**src/rtl/sipo_pkg.sv**
```systemverilog
// Shared types and constants for the serial-to-parallel receiver.
// Sample-to-bit mapping follows the serializer's byte-swapped order.
package sipo_pkg;

  localparam int WORD_W    = 16;
  localparam int FRAME_LEN = 16;

  localparam logic [3:0] LAST_CNT = 4'(FRAME_LEN - 1);

  typedef enum logic {
    HUNT = 1'b0,
    RECV = 1'b1
  } state_e;

  // 0..7 -> 7..0, 8..15 -> 15..8
  function automatic logic [3:0] bit_index(
    input logic [3:0] cnt
  );
    return {cnt[3], ~cnt[2:0]};
  endfunction

endpackage

```
**src/rtl/sipo_receiver_fifo.sv**
```systemverilog
// Synchronous first-word-fall-through FIFO.
// A push into a full FIFO is accepted only when a pop frees a slot.
module sync_fifo #(
  parameter int WIDTH = 16,
  parameter int DEPTH = 4
) (
  input  logic             clk,
  input  logic             rst_n,
  input  logic             push,
  input  logic [WIDTH-1:0] push_data,
  input  logic             pop,
  output logic [WIDTH-1:0] pop_data,
  output logic             full,
  output logic             empty
);

  localparam int AW = $clog2(DEPTH);

  logic [WIDTH-1:0] mem_q [DEPTH];
  logic [AW:0]      wr_q;
  logic [AW:0]      wr_d;
  logic [AW:0]      rd_q;
  logic [AW:0]      rd_d;
  logic             do_push;
  logic             do_pop;

  assign empty = (wr_q == rd_q);
  assign full  = (wr_q[AW] != rd_q[AW]) &&
                 (wr_q[AW-1:0] == rd_q[AW-1:0]);

  assign do_pop  = pop && !empty;
  assign do_push = push && (!full || do_pop);

  assign pop_data = mem_q[rd_q[AW-1:0]];

  always_comb begin
    wr_d = wr_q;
    rd_d = rd_q;
    if (do_push) wr_d = wr_q + 1'b1;
    if (do_pop)  rd_d = rd_q + 1'b1;
  end

  always_ff @(posedge clk) begin
    if (!rst_n) begin
      wr_q <= '0;
      rd_q <= '0;
    end else begin
      wr_q <= wr_d;
      rd_q <= rd_d;
    end
  end

  always_ff @(posedge clk) begin
    if (do_push) mem_q[wr_q[AW-1:0]] <= push_data;
  end

endmodule

```
**src/rtl/sipo_receiver.sv**
```systemverilog
// Serial-to-parallel receiver: frame hunt, word reassembly,
// error/overflow pulses and a FWFT output FIFO.
module sipo_receiver
  import sipo_pkg::*;
#(
  parameter int FIFO_DEPTH = 4
) (
  input  logic        clk,
  input  logic        rst_n,
  input  logic        sin,
  input  logic        latch,
  output logic [15:0] word_data,
  output logic        word_valid,
  input  logic        word_ready,
  output logic        synced,
  output logic        frame_err,
  output logic        overflow
);

  state_e              state_q;
  state_e              state_d;
  logic [3:0]          cnt_q;
  logic [3:0]          cnt_d;
  logic [WORD_W-1:0]   sh_q;
  logic [WORD_W-1:0]   sh_d;
  logic                ferr_q;
  logic                ferr_d;
  logic                ovf_q;
  logic                ovf_d;

  logic                push;
  logic [WORD_W-1:0]   push_word;
  logic [WORD_W-1:0]   head;
  logic                full;
  logic                empty;

  logic hunt;
  logic last;
  logic rx_long;
  logic rx_bit;
  logic rx_done;
  logic rx_short;

  assign hunt     = (state_q == HUNT);
  assign last     = (cnt_q == LAST_CNT);
  assign rx_long  = !hunt && latch && last;
  assign rx_bit   = !hunt && latch && !last;
  assign rx_done  = !hunt && !latch && last;
  assign rx_short = !hunt && !latch && !last;

  always_comb begin
    state_d   = state_q;
    cnt_d     = cnt_q;
    sh_d      = sh_q;
    ferr_d    = 1'b0;
    push      = 1'b0;
    push_word = sh_q;
    unique case (1'b1)
      hunt: begin
        if (!latch) begin
          state_d = RECV;
          cnt_d   = '0;
        end
      end
      rx_long: begin
        ferr_d  = 1'b1;
        cnt_d   = '0;
        sh_d    = '0;
        state_d = HUNT;
      end
      rx_bit: begin
        sh_d[bit_index(cnt_q)] = sin;
        cnt_d = cnt_q + 1'b1;
      end
      rx_done: begin
        push_word[bit_index(cnt_q)] = sin;
        push  = 1'b1;
        cnt_d = '0;
      end
      rx_short: begin
        ferr_d = 1'b1;
        cnt_d  = '0;
        sh_d   = '0;
      end
      default: ;
    endcase
  end

  // A full FIFO still takes the word if the head leaves this cycle.
  assign ovf_d = push && full && !word_ready;

  always_ff @(posedge clk) begin
    if (!rst_n) begin
      state_q <= HUNT;
      cnt_q   <= '0;
      sh_q    <= '0;
      ferr_q  <= 1'b0;
      ovf_q   <= 1'b0;
    end else begin
      state_q <= state_d;
      cnt_q   <= cnt_d;
      sh_q    <= sh_d;
      ferr_q  <= ferr_d;
      ovf_q   <= ovf_d;
    end
  end

  sync_fifo #(
    .WIDTH (WORD_W),
    .DEPTH (FIFO_DEPTH)
  ) u_fifo (
    .clk       (clk),
    .rst_n     (rst_n),
    .push      (push),
    .push_data (push_word),
    .pop       (word_ready),
    .pop_data  (head),
    .full      (full),
    .empty     (empty)
  );

  assign word_valid = !empty;
  assign word_data  = word_valid ? head : '0;
  assign synced     = (state_q == RECV);
  assign frame_err  = ferr_q;
  assign overflow   = ovf_q;

endmodule
```
**config.mk**
```make
export PLATFORM = sky130hd
export DESIGN_NAME = sipo_receiver
export DESIGN_NICKNAME = d
export VERILOG_FILES = /design/src/rtl/sipo_pkg.sv /design/src/rtl/sipo_receiver_fifo.sv /design/src/rtl/sipo_receiver.sv
export SDC_FILE = /design/constraint.sdc
export NUM_CORES = 1
export LEC_CHECK = 0
export CORE_MARGIN = 5
export CORE_UTILIZATION = 59
export CTS_BUF_LIST = sky130_fd_sc_hd__clkbuf_4 sky130_fd_sc_hd__clkbuf_8 sky130_fd_sc_hd__clkbuf_16
export CTS_CLUSTER_DIAMETER = 100
export DETAILED_ROUTE_END_ITERATION = 12
export PLACE_DENSITY = 0.76
export RECOVER_POWER = 50
export SYNTH_ARGS = -nofsm -noshare
export SYNTH_HDL_FRONTEND = slang
export SYNTH_SLANG_ARGS = --single-unit
```
**constraint.sdc**
```tcl
create_clock -name clk -period 2.5 [get_ports clk]
set_clock_uncertainty 0.1 [all_clocks]
set_input_delay 0.25 -clock clk [delete_from_list [all_inputs] [get_ports clk]]
set_output_delay 0.25 -clock clk [all_outputs]
set_load 0.03 [all_outputs]
```
==> results.yml, run 1 <==
sta:
  shortest_period_the_worst_path_allows_ps: 2400
  finalHoldWorstSlack_ps: 344
  fin_ws_ps: 98.0
  final.period_utilization: 0.961
  grt_setup_unrepaired: "false"
  tns_setup_ps: 0
  final-setup-viol-count: 0
  worst-slew-pin-transition_ps: 515
  timing.fmax_ghz: 0.416
  finalMaxSlewViolations: 0
  max_slew_margin: 0.654
  hold_violations: 0
cts:
  tritoncts: "done"
  cts_buffer_count: 9
  cts.sinks: 95
  clkLatencyLatePin_ps: 340
  ctsRootBufferMaster: "clkbuf_8"
  cts-root-to-sink-buffers: 2
  cts-htree-levels: 3
  clk_pin_slew_ps: 90
hold_path:
  worstHoldStart: "sh_q[8]"
  hold_path.class: "reg -> reg"
  holdPathEnd: "sh_q[8]"
  timing.hold.worst_path_depth: 2
run:
  max_cap_viol_count: 0
detailed_routing:
  drtIter0Drc: 124
  post_drt_wl_per_cell_um: 16.8
  wirelength_mm: 7.56
  detailroute.via_count: 2540
  drtPass1Iterations: 4
  postRouteAntennaNets: 0
  detail_route.drc_violations: 0
  routed_via_density: 5.66
logic_synthesis:
  synth-edff-count: 64
  yosysWarningCount: 0
  synth_top_cells_by_area: "edfxtp_1 44%, dfxtp_1 14%, mux4_2 4.7%"
  synth_flop_cell: "edfxtp_1"
  ys_types: 53
  fraction_of_the_yosys_area_taken_by_sequential_cells: 0.587
  synth_top_cell_by_area: "edfxtp_1"
  post_synth_instance_area_um2: 4330
  mappedNetlistNets: 341
  async_reset_ff_frac: 0
  postSynthCellCount: 327
  ys_ff_latch: 95
  avgSynthCellArea_um2: 13.2
  share_of_the_synthesized_area_in_the_top_cell_type: 0.444
floorplan:
  ios: 25
  floorplan.initialDensity: 0.600
  fp.coreArea_um2: 7210
  die_y_um: 95.7
  std_cell_rows: 31
  dieArea_um2: 9150
  dieWidth_um: 95.7
worst_setup_path:
  rr_worst_depth: 5
  ws_path_type: "reg -> out"
  cp_data_arrival_time_ps: 2050
  largest_stage_delay_on_the_critical_path_ps: 600
  worst_r2r_endpoint: "u_fifo.mem_q[3][4]"
  cp_cell_sequence: "buf_4, mux4_1, and2b_2, dlygate4sd2_1"
  critPathLaunchType: "flip-flop"
  critical_path_peak_fanout: 7
  worst_setup_path_end_kind: "output pin"
  timing.rr.start: "cnt_q[0]"
  critical_path_required_ps: 2150
  setup.reg_to_reg.worst_slack_ps: 200
  timing.critical_path.slowest_stage_cell: "mux4_1"
global_routing:
  grt_pass1_wl_mm: 12.6
  grt_start_max_net_pins: 28
  vias_in_the_first_global_route: 2434
  grt_antenna_before_repair: 0
  gr-usage-all-layers: 0.181
  grt_overflow_total: 0
power_and_ir_drop:
  netSwitchingFraction: 0.213
  power.density_cell_area_nw_per_um2: 562
  power.static_leakage_nw: 1.77
  internal-power_mw: 2.16
  seqPwrFrac: 0.607
  clkPwrFrac: 0.366
  power.net_switching_mw: 0.584
  vdd_ir_drop_max_uv: 403
  comb_power_share: 0.028
placed_design:
  place.gp.congestion: 0.836
  dpl-instance-area_um2: 4670
  place.detailed.hpwl_mm: 5.17
  numPortBuffers: 24
  pre_cts_ws_ps: 101
layout:
  post_route_cells_drive_above_1_share: 0.177
  design_area_um2: 4880
  antenna-diode-count: 0
  net_count_final: 359
  layout.core_utilization: 0.676
  syn_to_final_growth_pct: 12.7
  filler_cell_count: 539
outcome:
  outcome: "completed"
metal layers:
metal	GRT usage	share of wire
met2	0.293	0.50
met4	0.0462	0.0049
met1	0.254	0.46
met5	0	0
met3	0.0316	0.032
state kept, by name, summed over array words and instances, names as in the netlist, named ones only:
signal and flops:
cnt_q 4, frame_err 1, overflow 1, sh_q 16, synced 1, u_fifo.mem_q 64, u_fifo.rd_q 3, u_fifo.wr_q 3
stage by stage:
| step | cells | total power, mW |
|---|---|---|
| 2_1_floorplan | 327 | 1.75 |
| 4_1_cts | 449 | 2.76 |
| 5_1_grt | 449 | 2.84 |
| 3_5_place_dp | 431 | 1.78 |
| 6_report | 449 | 2.74 |
| 3_3_place_gp | 431 | 1.77 |
logic make-up after synthesis:
| family | Yosys count | share of synthesized area |
|---|---|---|
| muxes | 23 | 0.107 |
| buffers and inverters | 41 | 0.0448 |
| AOI/OAI and AO/OA | 66 | 0.0890 |
| DFF | 95 | 0.587 |
| xor gates and xnor gates | 7 | 0.0194 |
| adders and majority gates | 9 | 0.0260 |
| and+or+nand+nor | 86 | 0.127 |
critical path: cells and delay by family, from the launching register on:
kind | cells | cell delay (ps)
AND/OR/NAND/NOR | 1 | 210
flip-flops | 1 | 360
multiplexers | 1 | 600
buffers and inverters | 2 | 540
repair_timing:
action,CTS,global route
setup endpoints to repair,17,0
endpoints found under the hold margin,0,0
setup buffers,2,0
hold buffers,0,0
gates resized for setup,21,0
power by group through the flow:
stage	Combinational, mW	Clock (mW)	Sequential, mW
after floorplan	0.0461	0	1.70
after CTS	0.0759	1.02	1.66
final	0.0756	1.00	1.66
after global routing	0.0836	1.09	1.66
after global placement	0.0747	0	1.70
after detailed placement	0.0758	0	1.70
cells in the final DEF (no fill, tap or decap), types with 3 or more instances in the layout:
master,Yosys,final
edfxtp_1,64,64
dfxtp_1,31,29
a21oi_1,25,25
o21ai_0,20,20
dlygate4sd2_1,0,17
nand2_1,16,16
and2b_2,12,12
nor2_1,11,11
mux4_2,9,9
nand3_1,8,9
ha_1,9,9
clkbuf_8,1,9
inv_1,8,8
buf_4,0,8
mux4_1,7,7
and3_1,6,6
nor2b_1,5,5
nand2b_1,5,5
clkdlybuf4s50_1,0,5
a21boi_0,4,4
nor3b_1,4,4
nor3_1,4,4
buf_12,0,4
and2_1,3,3
mux2i_1,3,3
a22oi_1,3,3
a211oi_1,3,3
inv_6,0,3
synthesized netlist by cell type, types with 5 or more instances:
| library cell | n |
|---|---|
| a21oi_1 | 25 |
| and2b_2 | 12 |
| and3_1 | 6 |
| buf_2 | 6 |
| clkbuf_1 | 22 |
| dfxtp_1 | 31 |
| edfxtp_1 | 64 |
| ha_1 | 9 |
| inv_1 | 8 |
| mux4_1 | 7 |
| mux4_2 | 9 |
| nand2_1 | 16 |
| nand2b_1 | 5 |
| nand3_1 | 8 |
| nor2_1 | 11 |
| nor2b_1 | 5 |
| o21ai_0 | 20 |
cell type report:
class | count | area, um2 | share of cell area
clock inverter | 7 | 76.3 | 0.0156
sequential | 95 | 2540 | 0.522
inverter | 9 | 33.8 | 0.00693
tap | 99 | 124 | 0.0254
multi-input combinational | 191 | 1600 | 0.329
clock buffer | 9 | 124 | 0.0254
timing repair buffer | 39 | 372 | 0.0762
worst max path at each step:
stage | cells past startpoint | to | start | slack (ps)
after floorplan | 4 | u_fifo.mem_q[3][0] | cnt_q[0] | 270
after global placement | 4 | word_data[5] | u_fifo.wr_q[0] | 160
after detailed placement | 4 | word_data[6] | u_fifo.wr_q[1] | 100
after CTS | 4 | word_data[13] | flip-flop | 60
after global routing | 4 | word_data[13] | flip-flop | 10
final | 4 | word_data[13] | flip-flop | 100
Note: power is estimated with default switching activity, not from simulation.
==> run 2, diff against run 1 <==
--- a/config.mk
+++ b/config.mk
@@ -5,13 +5,14 @@
 export SDC_FILE = /design/constraint.sdc
 export NUM_CORES = 1
 export LEC_CHECK = 0
+export ABC_AREA = 1
 export CORE_MARGIN = 5
 export CORE_UTILIZATION = 59
 export CTS_BUF_LIST = sky130_fd_sc_hd__clkbuf_4 sky130_fd_sc_hd__clkbuf_8 sky130_fd_sc_hd__clkbuf_16
 export CTS_CLUSTER_DIAMETER = 100
 export DETAILED_ROUTE_END_ITERATION = 12
 export PLACE_DENSITY = 0.76
-export RECOVER_POWER = 50
 export SYNTH_ARGS = -nofsm -noshare
 export SYNTH_HDL_FRONTEND = slang
+export SYNTH_HIERARCHICAL = 1
 export SYNTH_SLANG_ARGS = --single-unit
==> results.yml, run 2 <==
outcome:
  outcome: "completed"
detailed_routing:
  detail_route.drc_violations: 0
  wirelength_mm: 8.45
  met2RoutedLength_mm: 4.15
  routed_via_density: 5.38
  maxUsedRoutingLayer: "met4"
  met1Wirelength_mm: 3.78
  postRouteAntennaNets: 0
  drtPass1Iterations: 5
  detailroute.via_count: 3121
  post_drt_wl_per_cell_um: 14.6
  met3_length_um: 431
  drtIter0Drc: 226
sta:
  finalMaxSlewViolations: 0
  shortest_period_the_worst_path_allows_ps: 2310
  hold_violations: 0
  grt_setup_unrepaired: "false"
  final.period_utilization: 0.923
  final-setup-viol-count: 0
  worst-slew-pin-transition_ps: 514
  timing.fmax_ghz: 0.433
  tns_setup_ps: 0
  max_slew_margin: 0.656
logic_synthesis:
  post_synth_instance_area_um2: 4310
  async_reset_ff_frac: 0
  synth-edff-count: 64
  synth_flop_cell: "edfxtp_1"
  post-synth-top-count-cell: "nor2_1"
  yosysWarningCount: 6
  share_of_the_synthesized_area_in_the_top_cell_type: 0.446
  ys_ff_latch: 95
  synth_top_cells_by_area: "edfxtp_1 45%, dfxtp_1 14%, nor2_1 5.7%"
  synthTopCellsByCount: "66 x nor2_1, 64 x edfxtp_1, 64 x nand2_1"
  avgSynthCellArea_um2: 9.32
  postSynthCellCount: 463
  synth_top_cell_by_area: "edfxtp_1"
  ys_types: 31
  mappedNetlistNets: 478
  fraction_of_the_yosys_area_taken_by_sequential_cells: 0.589
layout:
  design_area_um2: 4850
  filler_cell_count: 565
  syn_to_final_growth_pct: 12.4
  final_common_cell: "nor2_1"
  largest_register_ff_count: 64
  antenna-diode-count: 0
  net_count_final: 491
  most-common-layout-cells: "66 x nor2_1, 64 x nand2_1, 64 x edfxtp_1, 44 x nand3_1, 40 x inv_1"
  post_route_cells_drive_above_1_share: 0.0977
worst_setup_path:
  timing.critical_path.slowest_stage_cell: "dfxtp_1"
  ws_path_type: "reg -> out"
  critical_path_peak_fanout: 17
  critical_path_required_ps: 2150
  critical_path_buf_inv_count: 4
  cp_cell_sequence: "inv_1, nand2_1, nand2_1, nand3_2, clkinvlp_4, buf_12, nor2_1, dlygate4sd2_1"
  largest_stage_delay_on_the_critical_path_ps: 400
  worst_path_most_repeated_cell: "nand2_1"
  worst_setup_path_end_kind: "output pin"
  path_delay_family: "buffers and inverters"
  critPathLaunchType: "flip-flop"
  cp_data_arrival_time_ps: 1960
global_routing:
  gr-usage-all-layers: 0.206
  grt_overflow_total: 0
  grt_start_max_net_pins: 25
  grt_pass1_wl_mm: 14.3
  grt_antenna_before_repair: 0
  vias_in_the_first_global_route: 2917
floorplan:
  fp.coreArea_um2: 7180
  ios: 25
  dieWidth_um: 95.5
  die_y_um: 95.5
  dieArea_um2: 9120
  std_cell_rows: 31
  floorplan.initialDensity: 0.601
cts:
  cts.sinks: 95
  tritoncts: "done"
  cts_buffer_count: 9
  cts-htree-levels: 3
  clkLatencyLatePin_ps: 360
  cts-root-to-sink-buffers: 2
  ctsRootBufferMaster: "clkbuf_8"
  clk_pin_slew_ps: 100
placed_design:
  numPortBuffers: 24
  place.gp.congestion: 0.806
  place.detailed.hpwl_mm: 5.42
  dpl-instance-area_um2: 4620
power_and_ir_drop:
  power.density_cell_area_nw_per_um2: 575
  vdd_ir_drop_max_uv: 353
  power.static_leakage_nw: 2.01
hold_path:
  hold_path.class: "reg -> reg"
run:
  max_cap_viol_count: 0
run 2: cell count changes after synthesis, moves of 14 or more:
| cell | before | now |
|---|---|---|
| nor2_1 | 11 | 66 |
| nand2_1 | 16 | 64 |
| nand3_1 | 8 | 44 |
| inv_1 | 8 | 41 |
| o21ai_1 | 1 | 29 |
| o22ai_1 | 0 | 16 |
| o21ai_0 | 20 | 6 |
run 2: final timing paths:
check                 startpoint             endpoint  slack (ps)  cells after the start
setup / recovery  u_fifo/wr_q[1]        word_data[14]         190                      8
hold / removal           sh_q[8]              sh_q[8]         360                      2
setup reg to reg        cnt_q[1]  u_fifo/mem_q[1][11]         560                      6
hold reg to reg          sh_q[8]              sh_q[8]         360                      2
run 2: worst register-to-register path: cells and delay by family, from the launching register on:
family	cells	cell delay, ps
flops	1	430
compound gates	1	400
simple gates	3	290
fa+ha+maj	1	250
buf+inv	1	190
run 2: repair_timing:
action | CTS | global route
endpoints found under the hold margin | 0 | 0
buffers inserted | 1 | 0
hold buffers | 0 | 0
cloned | 0 | 0
resized for setup | 20 | 1
endpoints found under the setup margin | 17 | 1
run 2: cell families after synthesis:
kind of cell             share of synthesized area
XOR/XNOR                                   0.00783
flip-flops                                   0.589
AO/OA/AOI/OAI                               0.0989
adder cells (fa/ha/maj)                     0.0290
AND/OR/NAND/NOR                              0.196
buffers and inverters                       0.0783
run 2: metrics by stage:
step	util	std cells	power [mW]	worst slack, ps	hold WS, ps
finish	0.676	580	2.79	192	360
floorplan	-	463	1.75	170	246
detailed placement	0.644	563	1.77	199	347
global placement	0.644	563	1.77	276	330
CTS	0.675	580	2.81	156	364
global route	0.676	580	2.89	11.4	395
run 2: cell type report:
type,count,area (um2),share of cell area
well taps,99,124,0.0256
inverters,48,188,0.0387
clock buffers,9,124,0.0256
clock inverters,7,92.6,0.0191
multi-input cells,285,1430,0.296
repair buffers,37,343,0.0707
flip-flops and latches,95,2540,0.525
run 2: per-layer routing:
layer,track usage,vias up
met2,0.340,92
met4,0.0818,0
met5,0,-
li1,-,1582
met3,0.0276,9
met1,0.275,1438
run 2: power by group:
part / switching (mW) / internal (mW)
registers: 0.00541 / 1.66
clock network: 0.568 / 0.484
logic: 0.0496 / 0.0202
total: 0.623 / 2.16
